### config.mk
export PLATFORM = sky130hd
export DESIGN_NAME = mem_access_unit
export DESIGN_NICKNAME = d
export VERILOG_FILES = /design/src/rtl/mem_access_unit_pkg.sv /design/src/rtl/mem_access_unit_load_align.sv /design/src/rtl/mem_access_unit.sv
export SDC_FILE = /design/constraint.sdc
export NUM_CORES = 1
export LEC_CHECK = 0
export ABC_AREA = 1
export CORE_MARGIN = 5
export CORE_UTILIZATION = 45
export DETAILED_ROUTE_END_ITERATION = 6
export PLACE_DENSITY = 0.81
export SYNTH_ARGS = -nofsm -noshare
export SYNTH_HDL_FRONTEND = slang
export SYNTH_SLANG_ARGS = --single-unit
### constraint.sdc
create_clock -name clk -period 1.9 [get_ports clk]
set_clock_uncertainty 0.05 [all_clocks]
set_input_delay 0.38 -clock clk [delete_from_list [all_inputs] [get_ports clk]]
set_output_delay 0.38 -clock clk [all_outputs]
set_load 0.02 [all_outputs]
### src/rtl/mem_access_unit_pkg.sv
// Shared types for the MEM-stage load/store engine: access-size codes and FSM states.
package mem_access_unit_pkg;

  typedef enum logic [1:0] {
    MemSizeB = 2'b00,
    MemSizeH = 2'b01,
    MemSizeW = 2'b10
  } mem_size_e;

  typedef enum logic [1:0] {
    StIdle,
    StWait,
    StDone,
    StDrain
  } mau_state_e;

endpackage

### src/rtl/mem_access_unit_load_align.sv
// Load alignment: shifts the addressed field down to bit 0 and zero/sign-extends it.
module mem_load_align
  import mem_access_unit_pkg::*;
#(
  parameter int unsigned DATA_W = 32
) (
  input  logic [DATA_W-1:0]           rdata,
  input  logic [$clog2(DATA_W/8)-1:0] lane,
  input  logic [1:0]                  size,
  input  logic                        sign_ext,
  output logic [DATA_W-1:0]           data
);

  logic [DATA_W-1:0] shifted;

  always_comb begin
    shifted = rdata >> {lane, 3'b000};
    case (size)
      MemSizeB: data = sign_ext ? DATA_W'($signed(shifted[7:0]))  : DATA_W'(shifted[7:0]);
      MemSizeH: data = sign_ext ? DATA_W'($signed(shifted[15:0])) : DATA_W'(shifted[15:0]);
      MemSizeW: data = sign_ext ? DATA_W'($signed(shifted[31:0])) : DATA_W'(shifted[31:0]);
      default:  data = shifted;
    endcase
  end

endmodule

### src/rtl/mem_access_unit.sv
// MEM-stage load/store engine: drives a req/ack RAM bus with lane steering, aligns load data,
// flags misaligned accesses and bus timeouts, and stalls the pipeline while a request is pending.
module mem_access_unit
  import mem_access_unit_pkg::*;
#(
  parameter int unsigned DATA_W  = 32,
  parameter int unsigned ADDR_W  = 32,
  parameter int unsigned TIMEOUT = 255
) (
  input  logic                  clk,
  input  logic                  rst,
  input  logic                  rd_in,
  input  logic                  wr_in,
  input  logic                  sign_ext_in,
  input  logic [1:0]            size_in,
  input  logic [ADDR_W-1:0]     addr_in,
  input  logic [DATA_W-1:0]     wdata_in,
  input  logic                  flush,
  output logic                  ram_req,
  output logic [DATA_W/8-1:0]   ram_we,
  output logic [ADDR_W-1:0]     ram_addr,
  output logic [DATA_W-1:0]     ram_wdata,
  input  logic                  ram_ack,
  input  logic [DATA_W-1:0]     ram_rdata,
  output logic                  stall_req,
  output logic                  load_valid,
  output logic [DATA_W-1:0]     load_data,
  output logic                  exc_adel,
  output logic                  exc_ades,
  output logic                  exc_buserr,
  output logic [ADDR_W-1:0]     bad_addr
);

  localparam int unsigned LN = DATA_W / 8;
  localparam int unsigned LB = $clog2(LN);
  localparam int unsigned TW = $clog2(TIMEOUT + 1);

  mau_state_e        state_q, state_d;
  logic [TW-1:0]     timer_q, timer_d;
  logic              req_q, req_d;
  logic [LN-1:0]     we_q, we_d;
  logic [ADDR_W-1:0] raddr_q, raddr_d;
  logic [DATA_W-1:0] wdata_q, wdata_d;
  logic [ADDR_W-1:0] addr_q, addr_d;
  logic [1:0]        size_q, size_d;
  logic              sign_q, sign_d;
  logic              is_load_q, is_load_d;
  logic              buserr_q, buserr_d;
  logic [DATA_W-1:0] ldata_q, ldata_d;

  logic              misaligned, legal_size, op_req, timeout_hit;
  logic [LB-1:0]     lane;
  logic [LN-1:0]     we_base;
  logic [DATA_W-1:0] aligned;

  assign lane        = addr_in[LB-1:0];
  assign misaligned  = (size_in == MemSizeH && addr_in[0]) ||
                       (size_in == MemSizeW && addr_in[1:0] != 2'b00);
  assign legal_size  = (size_in == MemSizeB) || (size_in == MemSizeH) || (size_in == MemSizeW);
  assign op_req      = (rd_in || wr_in) && legal_size && !misaligned;
  assign timeout_hit = (timer_q == TW'(TIMEOUT - 1));

  always_comb begin
    case (size_in)
      MemSizeB: we_base = LN'(4'b0001);
      MemSizeH: we_base = LN'(4'b0011);
      MemSizeW: we_base = LN'(4'b1111);
      default:  we_base = '0;
    endcase
  end

  // Align using the latched op so a flushed/changed EX input cannot corrupt the capture.
  mem_load_align #(
    .DATA_W (DATA_W)
  ) u_align (
    .rdata    (ram_rdata),
    .lane     (addr_q[LB-1:0]),
    .size     (size_q),
    .sign_ext (sign_q),
    .data     (aligned)
  );

  always_comb begin
    state_d   = state_q;
    timer_d   = timer_q;
    req_d     = req_q;
    we_d      = we_q;
    raddr_d   = raddr_q;
    wdata_d   = wdata_q;
    addr_d    = addr_q;
    size_d    = size_q;
    sign_d    = sign_q;
    is_load_d = is_load_q;
    buserr_d  = buserr_q;
    ldata_d   = ldata_q;
    stall_req = 1'b0;
    unique case (state_q)
      StIdle: begin
        if (op_req && !flush) begin
          stall_req = 1'b1;
          req_d     = 1'b1;
          we_d      = wr_in ? (we_base << lane) : '0;
          raddr_d   = {addr_in[ADDR_W-1:LB], {LB{1'b0}}};
          wdata_d   = wdata_in << {lane, 3'b000};
          addr_d    = addr_in;
          size_d    = size_in;
          sign_d    = sign_ext_in;
          is_load_d = rd_in;
          buserr_d  = 1'b0;
          timer_d   = '0;
          state_d   = StWait;
        end
      end
      StWait: begin
        stall_req = 1'b1;
        timer_d   = timer_q + TW'(1);
        if (ram_ack) begin
          req_d   = 1'b0;
          ldata_d = flush ? ldata_q : aligned;
          state_d = flush ? StIdle : StDone;
        end else if (timeout_hit) begin
          req_d    = 1'b0;
          buserr_d = !flush;
          state_d  = flush ? StIdle : StDone;
        end else if (flush) begin
          state_d = StDrain;
        end
      end
      StDone: begin
        state_d = StIdle;
      end
      StDrain: begin
        // The flushed transaction still owns the bus; a new op must wait for it.
        stall_req = op_req && !flush;
        timer_d   = timer_q + TW'(1);
        if (ram_ack || timeout_hit) begin
          req_d   = 1'b0;
          state_d = StIdle;
        end
      end
      default: state_d = StIdle;
    endcase
  end

  always_ff @(posedge clk) begin
    if (!rst) begin
      state_q   <= StIdle;
      timer_q   <= '0;
      req_q     <= 1'b0;
      we_q      <= '0;
      raddr_q   <= '0;
      wdata_q   <= '0;
      addr_q    <= '0;
      size_q    <= 2'b00;
      sign_q    <= 1'b0;
      is_load_q <= 1'b0;
      buserr_q  <= 1'b0;
      ldata_q   <= '0;
    end else begin
      state_q   <= state_d;
      timer_q   <= timer_d;
      req_q     <= req_d;
      we_q      <= we_d;
      raddr_q   <= raddr_d;
      wdata_q   <= wdata_d;
      addr_q    <= addr_d;
      size_q    <= size_d;
      sign_q    <= sign_d;
      is_load_q <= is_load_d;
      buserr_q  <= buserr_d;
      ldata_q   <= ldata_d;
    end
  end

  assign ram_req    = req_q;
  assign ram_we     = we_q;
  assign ram_addr   = raddr_q;
  assign ram_wdata  = wdata_q;
  assign load_data  = ldata_q;
  assign load_valid = (state_q == StDone) && is_load_q && !buserr_q;
  assign exc_buserr = (state_q == StDone) && buserr_q;
  assign exc_adel   = rd_in && misaligned;
  assign exc_ades   = wr_in && misaligned;
  assign bad_addr   = exc_buserr ? addr_q : addr_in;

endmodule

# --- Yosys cells after proc, flatten, opt, wreduce, memory -nomap -nowiden ---
# Cells that the tools add are included.
totals:
  output_inout_bits: 138
  wordCells: 88
  reg_bits: 146
classes:
  addsub: 1
  n_mux: 26
  n_eq_ne: 13
  n_bitwise: 1
  n_shift: 3
  reduce_logical: 32
ops:
  columns: ["cell", "count"]
  rows:
  - ["$mux 32", 3]
  - ["$pmux 32 s2", 1]
  - ["$shl 32x5->32", 1]
  - ["$shr 32x5->32", 1]
  - ["$pmux 8 s2", 1]
  - ["$mux 2", 6]
  - ["$pmux 4 s3", 1]
  - ["$logic_and 1x1->1", 10]
  - ["$add 8x1->8 const B", 1]
  - ["$eq 8x8->1 const B", 1]
  - ["$mux 1", 8]
  - ["$mux 8", 1]
  - ["$ne 2x2->1 const B", 4]
  - ["$pmux 2 s4", 1]
  - ["$reduce_and 4->1", 2]
  - ["$eq 2x1->1 const B", 3]
  - ["$eq 2x2->1 const B", 3]
  - ["$logic_not 2->1", 3]
  - ["$pmux 1 s3", 2]
  - ["$reduce_and 3->1", 2]
  - ["$reduce_bool 2->1", 3]
  - ["$logic_or 1x1->1", 5]
  - ["$mux 4", 1]
  - ["$ne 4x4->1 const B", 1]
  - ["8 further kinds", 11]

# --- Depth between registers and ports, before layout ---
# Gate-level depths: netlist of the first run.
depth:
  depth_word: 8
  depth_mapped: 12

# --- Modules after synthesis ---
# From an unflattened synthesis of the first run, not the netlist that was laid out.
hier_totals:
  cells_unflattened: 974
  area_unflattened_um2: 6483.7
modules_own_cells:
  columns: ["mod", "cells_each", "instances", "seq_area_each_um2", "area_each_um2"]
  rows:
  - ["mem_access_unit", 802, 1, 2322.2, 5595.4]
  - ["mem_load_align", 172, 1, 0.0, 888.4]

# --- Worst setup path before layout of the first run ---
# OpenSTA, ideal clock, no wires.
synth_path:
  path_kind: "register -> output"
  from: "register state_q[0]"
  to: "output bad_addr[14]"
  arrival_time_ns: 1.546
  path_buffers: 2
  stages_incl_launch_ff: 8
  slack_ns: -0.076
  t_required_ns: 1.470
  path_cell_list: "dfxtp_1 -> inv_1 -> ha_1 -> nand2_1 -> clkbuf_1 -> buf_1 -> nand2_1 -> o21ai_0"
synth_between:
  elab_chain_cells: 3
synth_rtl:
  columns: ["item", "line_no", "text"]
  rows:
  - ["from (decl)", "mem_access_unit.sv:38", "mau_state_e state_q, state_d;"]
  - ["from (signal assigned)", "mem_access_unit.sv:147", "state_q <= StIdle;"]
  - ["from (signal assigned)", "mem_access_unit.sv:160", "state_q <= state_d;"]
  - ["$eq 2x2->1", "mem_access_unit.sv:181", "assign exc_buserr = (state_q == StDone) && buserr_q;"]
  - ["$logic_and 1x1->1", "mem_access_unit.sv:181", null]
  - ["$mux 32", "mem_access_unit.sv:184", "assign bad_addr = exc_buserr ? addr_q : addr_in;"]
  - ["to (decl)", "mem_access_unit.sv:31", "output logic [ADDR_W-1:0] bad_addr"]
# Every way passes these cells.

# --- Worst setup path after layout of the first run ---
layout_path:
  from: "register state_q[0]"
  to: "output bad_addr[31]"
# Same word-level chain as after synthesis.

==> results of run 1 <==
cells in the mapped netlist (all sizes together) (3+ instances only):
library cell	n	share of area [%]
nand2	199	12
o21ai	134	10
dfxtp	116	36
inv	103	6.0
nor2	89	5.4
a21oi	74	6.4
buf	65	6.8
nand3	51	4.2
clkbuf	32	1.9
o211ai	21	2.5
o21a	19	2.2
a31oi	10	0.97
ha	10	1.9
a22oi	8	0.93
a21o	4	0.47
o31ai	4	0.47
or2	4	0.39
and2	3	0.29
what timing repair did:
action / 4_1_cts / 5_1_grt
buffers inserted: 4 / 2
gates resized for setup: 282 / 50
hold endpoints to repair: 0 / 0
cloned: 3 / 0
hold buffers: 0 / 0
pin swaps: 3 / 3
endpoints found under the setup margin: 68 / 60
how the worst max path moves through the flow:
stage	cells after the start	slack, ns	to	startpoint
floorplan	6	-0.06	bad_addr[12]	state_q[0]
global placement	9	-0.88	stall_req	size_in[1]
detailed placement	9	-0.90	stall_req	size_in[0]
CTS	7	-0.18	bad_addr[4]	state_q[0]
global route	7	-0.29	bad_addr[31]	state_q[0]
finish	7	-0.21	bad_addr[31]	state_q[0]
flip-flops by register name, summed over array words and instances, names as in the netlist:
register and cells:
ram_req 1, state_q 2, sign_q 1, ram_wdata 32, timer_q 8, addr_q 32, buserr_q 1, ram_we 4
is_load_q 1, size_q 2, load_data 32
stage by stage:
stage | cells | TNS (ns)
floorplan | 956 | -0.600
global placement | 1337 | -40.95
detailed placement | 1337 | -46.13
CTS | 1375 | -4.42
global route | 1378 | -7.29
finish | 1378 | -4.46
final cells by class:
class | instances | area (µm²) | area share, %
timing repair buffer | 307 | 3080 | 30.5
clock inverter | 8 | 121 | 1.20
inverter | 103 | 389 | 3.85
multi-input combinational | 640 | 3460 | 34.2
tap | 180 | 225 | 2.23
antenna | 1 | 2.50 | 0.0248
sequential | 116 | 2320 | 23.0
clock buffer | 23 | 508 | 5.03
layer usage:
metal  track usage [%]  part of all wire, %
met5                 0                    0
met4              11.3                  3.4
met3              8.60                  9.5
met2              42.2                   48
met1              29.4                   39
cell families (layout without fill, tap and decap cells):
| logic type | after synthesis | after routing | synth area share [%] |
|---|---|---|---|
| DFF | 116 | 116 | 36.0 |
| other | 1 | 3 | 0.0582 |
| buffers and inverters | 200 | 441 | 14.6 |
| adders and majority gates | 10 | 10 | 1.94 |
| AOI/OAI and AO/OA | 278 | 278 | 25.0 |
| xor gates and xnor gates | 1 | 1 | 0.136 |
| and+or+nand+nor | 349 | 349 | 22.3 |
worst reg2reg max path, cell delays in order (launching register included):
cell     delay [ns]
dfxtp_2        0.33
buf_4          0.14
inv_4          0.07
ha_4           0.16
buf_4          0.11
nand2_1        0.07
nor2_2         0.10
buf_4          0.28
buf_4          0.19
o21a_1         0.11
nand2_1        0.05
inv_1          0.05
power breakdown:
group          switching, mW  internal, mW
logic                   2.44          1.97
clock network           1.13          2.26
registers              0.209          2.80
total                   3.78          7.03
==> reports/qor.yml, run 1 <==
status: "complete, but fails checks"
violations: "setup timing"
finalInstanceArea_um2: 10100
holdPathEnd: "size_q[0]"
wirelength_um: 21800
synth_warnings: 0
path_clk_slew_ns: 0.05
vias_per_cell: 5.24
grt_max_degree: 66
grt_pass1_wl_um: 33700
start_util_pct: 46.1
nets: 1300
n_fill_cell: 1111
async_flop_share_pct: 0
crit_type: "reg2out"
pre_cts_slack_ns: -0.901
htreeDepth: 4
critPathMaxFanout: 10
grt_pass1_vias: 6814
first_pass_iters: 5
hold_depth: 3
die_w_um: 130
power_density_nw_per_um2: 1070
dpl.hpwl_um: 15200
cts_made_buffers: 17
drc: 0
fin_crit_ns: 2.11
port_buffers: 240
die_area_um2: 16800
clock.fmax_mhz: 475
endpoint_kind: "primary output"
ant_nets: 0
io_pins: 243
grt_util_all_layers_pct: 25.2
ys_seq_area_share_pct: 36.0
placementRows: 43
reg2reg_slack_ns: 0.14
vdd.ir_drop.worst_uv: 747
reg2reg_depth: 11
cts.sinks: 116
cp.buffers_inverters: 4
clock_latency_ns: 0.41
cp_common_cell: "buf_6"
timing.hold.ws_ns: 0.256
synth_edf_count: 0
vias: 7217
crit_path_max_incr_delay_ns: 0.32
antenna_found_initial: 1
drv_slew: 0
synth_area_um2: 6450
required_ns: 1.47
tritoncts: "yes"
avgSynthCellArea_um2: 6.75
drt_iter0_drc: 608
dpl_cell_area_um2: 9050
p_total_mw: 10.8
rr_endpoint: "load_data[16]"
layout_common_cells: "clkdlybuf4s50_1, nand2_1, dfxtp_1, o21ai_0, inv_1"
overflow: 0
grt_setup_unrepaired: "yes"
ys_types: 37
p_leak_nw: 4.36
area_delta_synth_final_pct: 56.7
final_common_cell: "clkdlybuf4s50_1"
clk_path_buf_depth: 2
fin_ws_ns: -0.207
postLayoutCoreUtil_pct: 72.2
drive_gt1_share_pct: 18.5
cap_violations: 0
path_cells: "inv_2 -> ha_4 -> nand2_8 -> buf_6 -> buf_16 -> o21ai_2 -> buf_6"
ys_ff_latch: 116
gp_congestion: 0.895
hold_viol: 0
cts_root_buf: "clkbuf_16"
crit_family: "buffers and inverters"
r2r_start: "state_q[1]"
avgRoutedWirePerCell_um: 15.9
synth_flop_cell: "dfxtp_1"
die_h_um: 130
synthCells: 955
critPathLaunchType: "flop"
critPathSlowestCell: "dfxtp_2"
hold_class: "in2reg"
fin_crit_sh_pct: 111
cp_data_arrival_time_ns: 1.68
setup_viol: 35
hp-start: "size_in[0]"
core-area_um2: 14000
Note: power is estimated with default switching activity, not from simulation.
==> run 2: changes to the inputs <==
==> constraint.sdc (replaced) <==
create_clock -name clk -period 2.2 [get_ports clk]
set_clock_uncertainty 0.05 [all_clocks]
set_input_delay 0.44 -clock clk [delete_from_list [all_inputs] [get_ports clk]]
set_output_delay 0.44 -clock clk [all_outputs]
set_load 0.02 [all_outputs]
==> run 2 against run 1 <==
- the run now ends clean
- sequential power is 14% lower
- core utilization decreased by 4.1 points
- first-iteration DRC count shrank 22%
- via count fell by 2.7%
- clock power down 22%
- register-to-register slack improved by 0.22 ns
- final cell count fell by 1.3%
- sequential cell count unchanged
- critical path depth decreased by 1
- total power decreased by 20%
- worst setup slack improved by 0.24 ns
==> reports/qor.yml, run 2 (same netlist as run 1, synthesis figures left out) <==
status: "complete, no violations"
start_util_pct: 46.1  # unchanged
finalSetupTns_ns: 0  # +4.46 ns
endpoint_kind: "primary output"
top_layer_used: "met4"
clock.fmax_mhz: 461
drive_gt1_share_pct: 12.6  # -5.8 points
power_density_nw_per_um2: 912  # -15%
crit_end: "bad_addr[18]"
die_area_um2: 16800  # unchanged
hp-start: "rst"
io_pins: 243  # unchanged
critPathSlowestCell: "dfxtp_1"
vias: 7023  # -2.7%
cp_data_arrival_time_ns: 1.68  # about the same
grt_pass1_vias: 6483  # -4.9%
avgRoutedWirePerCell_um: 15.3  # -3.3%
htreeDepth: 4  # unchanged
hold_depth: 3  # unchanged
cts_root_buf: "clkbuf_16"
placementRows: 43  # unchanged
vdd.ir_drop.worst_uv: 470  # -37%
dpl.hpwl_um: 15100  # -1.1%
grt_pass1_wl_um: 32200  # -4.4%
hold_class: "in2reg"
die_w_um: 130  # unchanged
crit_type: "reg2out"
path_clk_slew_ns: 0.05  # about the same
crit_path_max_incr_delay_ns: 0.31  # about the same
r2r_start: "state_q[1]"
drc: 0  # unchanged
cap_violations: 0  # unchanged
fin_crit_sh_pct: 98.7
grt_max_degree: 37  # -44%
path_cells: "inv_2 -> ha_4 -> nand2_8 -> buf_16 -> o21ai_0 -> buf_2"
layout_common_cells: "clkdlybuf4s50_1, nand2_1, o21ai_0, dfxtp_1, inv_1"
antenna_found_initial: 1  # unchanged
postCtsHoldBufs: 0  # unchanged
timing.hold.ws_ns: 0.411  # +0.155 ns
wirelength_um: 20800  # -4.6%
rr_endpoint: "load_data[6]"
die_h_um: 130  # unchanged
hold_viol: 0  # unchanged
critPathLaunchType: "flop"
reg2reg_slack_ns: 0.36  # +0.22 ns
grt_util_all_layers_pct: 24.0  # -1.2 points
dr_wl_met3_um: 2240  # +7.7%
critPathMaxFanout: 24  # +14
port_buffers: 240  # unchanged
fin_crit_ns: 2.17
p_leak_nw: 4.14  # -5.1%
cts_made_buffers: 17  # unchanged
core-area_um2: 14000  # unchanged
cp-startpoint: "state_q[0]"
ant_nets: 0  # unchanged
overflow: 0  # unchanged
reg2reg_depth: 11  # unchanged
drv_slew: 0  # unchanged
gp_congestion: 0.898  # +0.35%
vias_per_cell: 5.16  # -1.4%
setup_viol: 0  # -100%
nets: 1281  # -1.5%
drt-met1-wl_um: 8250  # -3.1%
cts.sinks: 116  # unchanged
area_delta_synth_final_pct: 47.8
p_total_mw: 8.69  # -20%
clk_path_buf_depth: 2  # unchanged
tritoncts: "yes"
drt_iter0_drc: 473  # -22%
first_pass_iters: 5  # unchanged
final_common_cell: "clkdlybuf4s50_1"
clock_latency_ns: 0.41  # about the same
required_ns: 1.71  # +0.24 ns
wl_met2_um: 9890  # -5.9%
[run 2: cell count changes in the layout (fill, tap and decap cells not counted), moves of 9 or more]
cell     change
nand2_2     -16
buf_6       -29
buf_4       -17
buf_2       +23
o21ai_4      -9
o21ai_2     -14
o21ai_0     +26
nand2_1     +17
[run 2: layout make-up]
cell class	instances	area [µm²]
multi-input cells	640	3230
flip-flops and latches	116	2320
well taps	180	225
clock inverters	8	73.8
inverters	103	387
fillers	1182	4460
diodes	1	2.50
repair buffers	288	2790
clock buffers	24	502
[run 2: through the flow]
step,instances,cell area [µm²],utilization [%],setup slack (ns)
3_5_place_dp,1324,8990,64.3,-0.778
4_1_cts,1357,9480,67.8,0.00231
3_3_place_gp,1324,8990,64.3,-0.725
6_report,1360,9530,68.1,0.0289
5_1_grt,1360,9530,68.1,-0.0533
2_1_floorplan,956,6450,-,0.164
[run 2: how the worst min path moves through the flow]
stage                            end  slack [ns]
after CTS                 timer_q[7]        0.39
after global placement    addr_q[17]        0.40
after global routing      addr_q[17]        0.43
after detailed placement  addr_q[15]        0.40
final                     timer_q[7]        0.41
after floorplan           addr_q[10]        0.39
[run 2: power by group]
| group | switching (mW) | leakage (nW) | internal, mW |
|---|---|---|---|
| clock network | 0.948 | 0.282 | 1.69 |
| logic | 1.95 | 2.92 | 1.50 |
| registers | 0.177 | 0.945 | 2.42 |
[run 2: what timing repair did]
action | in CTS | in global routing
gates cloned | 1 | 1
endpoints found under the setup margin | 37 | 37
setup buffers | 0 | 1
pin swaps | 1 | 1
resized for setup | 197 | 17
[run 2: critical path, delay by kind of cell, from the launching register on]
family	cells	cell delay [ns]
flip-flops	1	0.31
adder cells (fa/ha/maj)	1	0.18
AO/OA/AOI/OAI	1	0.19
buffers and inverters	3	0.48
AND/OR/NAND/NOR	1	0.09
[run 2: layer usage]
metal | vias up | global-route usage (%)
met5 | - | 0
met4 | 0 | 8.01
met3 | 41 | 9.17
met2 | 320 | 40.1
met1 | 3153 | 28.4
li1 | 3509 | -
==> run 3: changes to the inputs <==
==> constraint.sdc (replaced) <==
create_clock -name clk -period 2.45 [get_ports clk]
set_clock_uncertainty 0.05 [all_clocks]
set_input_delay 0.6125 -clock clk [delete_from_list [all_inputs] [get_ports clk]]
set_output_delay 0.6125 -clock clk [all_outputs]
set_load 0.02 [all_outputs]
==> run 3 against run 2 <==
- the flow now finishes with violations (setup timing)
- hold slack got worse by 0.0013 ns
- core utilization fell by 0.45 points
- global-route usage up 0.31 points
- final cell count is 0.37% lower
==> reports/qor.yml, run 3 (same netlist as run 1, synthesis figures left out) <==
clock.fmax_mhz: 407
required_ns: 1.79  # +0.08 ns
critPathSlowestCell: "clkdlybuf4s50_1"
vias: 7049  # +0.37%
die_h_um: 130  # unchanged
p_leak_nw: 4.14  # about the same
clk_path_buf_depth: 2  # unchanged
drv_slew: 0  # unchanged
crit_type: "in2out"
cap_violations: 0  # unchanged
tritoncts: "yes"
endpoint_kind: "primary output"
drt_iter0_drc: 598  # +26%
fin_crit_ns: 2.45
nets: 1277  # -0.31%
cts_root_buf: "clkbuf_16"
critPathMaxFanout: 2  # -92%
dpl.hpwl_um: 15000  # -0.61%
path_clk_slew_ns: 0.05  # about the same
die_area_um2: 16800  # unchanged
reg2reg_slack_ns: 0.44  # +0.08 ns
postLayoutCoreUtil_pct: 67.7  # -0.45 points
die_w_um: 130  # unchanged
antenna_found_initial: 2  # +1
hp-start: "ram_wdata[0]"
vias_per_cell: 5.20  # +0.74%
layout_common_cells: "clkdlybuf4s50_1, nand2_1, o21ai_0, dfxtp_1, inv_1"
finalInstanceArea_um2: 9470  # -0.66%
start_util_pct: 46.1  # unchanged
port_buffers: 240  # unchanged
critPathLaunchType: "primary input"
ant_nets: 0  # unchanged
cp_common_cell: "nand2_2"
crit_path_max_incr_delay_ns: 0.47  # +0.16 ns
status: "complete, but fails checks"
grt_use_met3_pct: 9.21  # +0.041 points
gp_congestion: 0.930  # +3.6%
power_density_nw_per_um2: 814  # -11%
path_cells: "clkdlybuf4s50_1 -> inv_2 -> nand2_2 -> nand2_4 -> nand2_2 -> a211oi_2 -> buf_4"
grt_util_all_layers_pct: 24.3  # +0.31 points
cts_made_buffers: 17  # unchanged
grt_max_degree: 52  # +41%
dpl_cell_area_um2: 8970  # -0.28%
setup_viol: 1  # +1
holdPathEnd: "ram_wdata[0]"
hold_depth: 2  # -1
violations: "setup timing"
relSlewSlack_pct: 49.5
vdd.ir_drop.worst_uv: 486  # +3.4%
wirelength_um: 21200  # +1.7%
io_pins: 243  # unchanged
hold_viol: 0  # unchanged
hold_class: "reg2reg"
drive_gt1_share_pct: 12.3  # -0.37 points
r2r_start: "state_q[1]"
grt_setup_unrepaired: "yes"
area_delta_synth_final_pct: 46.9
clock_latency_ns: 0.42  # about the same
use_met2_pct: 41.9  # +1.8 points
fin_ws_ns: -0.00445  # -0.0333 ns
core-area_um2: 14000  # unchanged
drc: 0  # unchanged
grt_pass1_vias: 6700  # +3.3%
reg2reg_depth: 9  # -2
overflow: 0  # unchanged
rr_endpoint: "load_data[5]"
cts.sinks: 116  # unchanged
postCtsHoldBufs: 0  # unchanged
grt_use_met1_pct: 28.0  # -0.40 points
grt_pass1_wl_um: 32900  # +2.4%
cp_data_arrival_time_ns: 1.79  # +0.11 ns
first_pass_iters: 5  # unchanged
htreeDepth: 4  # unchanged
final_common_cell: "clkdlybuf4s50_1"
top_usage_layer: "met2"
avgRoutedWirePerCell_um: 15.6  # +2.1%
placementRows: 43  # unchanged
n_fill_cell: 1209  # +2.3%
fin_crit_sh_pct: 100
worstMarginPinSlew_ns: 0.756
## run 3: cell count changes in the layout (fill, tap and decap cells not counted), moves of 2 or more
| cell | previous run | this run |
|---|---|---|
| clkbuf_16 | 18 | 20 |
| buf_2 | 25 | 30 |
| buf_4 | 45 | 34 |
| o21ai_0 | 122 | 124 |
| clkbuf_1 | 2 | 5 |
| clkinvlp_4 | 2 | 0 |
| nor2_2 | 1 | 3 |
| clkbuf_2 | 0 | 2 |
| ha_2 | 0 | 2 |
| o21ai_1 | 11 | 9 |
| clkdlybuf4s15_1 | 3 | 1 |
## run 3: layer usage
metal | wire length [µm] | up-vias | part of all wire [%]
li1 | - | 3493 | -
met1 | 8460 | 3225 | 40
met2 | 10100 | 289 | 48
met3 | 2170 | 40 | 10
met4 | 434 | 2 | 2.0
met5 | 7 | - | 0.033
## run 3: cell type report
type / count / area (µm²) / share of cell area, %
Sequential cell: 116 / 2320 / 24.5
Clock inverter: 4 / 45.0 / 0.476
Multi-Input combinational cell: 640 / 3210 / 33.9
Tap cell: 180 / 225 / 2.38
Clock buffer: 27 / 513 / 5.42
Timing Repair Buffer: 284 / 2770 / 29.2
Antenna cell: 1 / 2.50 / 0.0264
Inverter: 103 / 387 / 4.08
## run 3: how the worst max path moves through the flow
stage | start | to | cells past startpoint
after floorplan | size_in[0] | stall_req | 6
after detailed placement | size_in[0] | stall_req | 8
after CTS | size_in[0] | stall_req | 8
after global routing | rd_in | stall_req | 6
after global placement | size_in[0] | stall_req | 8
final | addr_in[1] | stall_req | 7
## run 3: power by group
group          switching [mW]  internal, mW
combinational            1.73          1.29
clock                   0.843          1.52
sequential              0.153          2.17
## run 3: stage by stage
| step | setup WS (ns) | hold slack (ns) | std cells | power [mW] | setup TNS [ns] |
|---|---|---|---|---|---|
| floorplan | 0.0870 | 0.389 | 956 | 4.15 | 0 |
| global placement | -0.823 | 0.401 | 1319 | 5.32 | -9.73 |
| detailed placement | -0.880 | 0.406 | 1319 | 5.36 | -15.01 |
| CTS | -0.107 | 0.413 | 1351 | 7.72 | -0.107 |
| global route | -0.0423 | 0.435 | 1355 | 8.12 | -0.212 |
| finish | -0.00445 | 0.410 | 1355 | 7.71 | -0.00445 |
## run 3: worst max-delay path, delay by kind of cell
| family | cells | cell delay (ns) |
|---|---|---|
| buffers and inverters | 3 | 0.73 |
| AO/OA/AOI/OAI | 1 | 0.23 |
| AND/OR/NAND/NOR | 3 | 0.21 |
## run 3: what timing repair did
| action | CTS | global route |
|---|---|---|
| setup buffers | 1 | 0 |
| setup endpoints to repair | 37 | 25 |
| gates cloned | 0 | 3 |
| pin swaps | 1 | 4 |
| resized for setup | 167 | 39 |
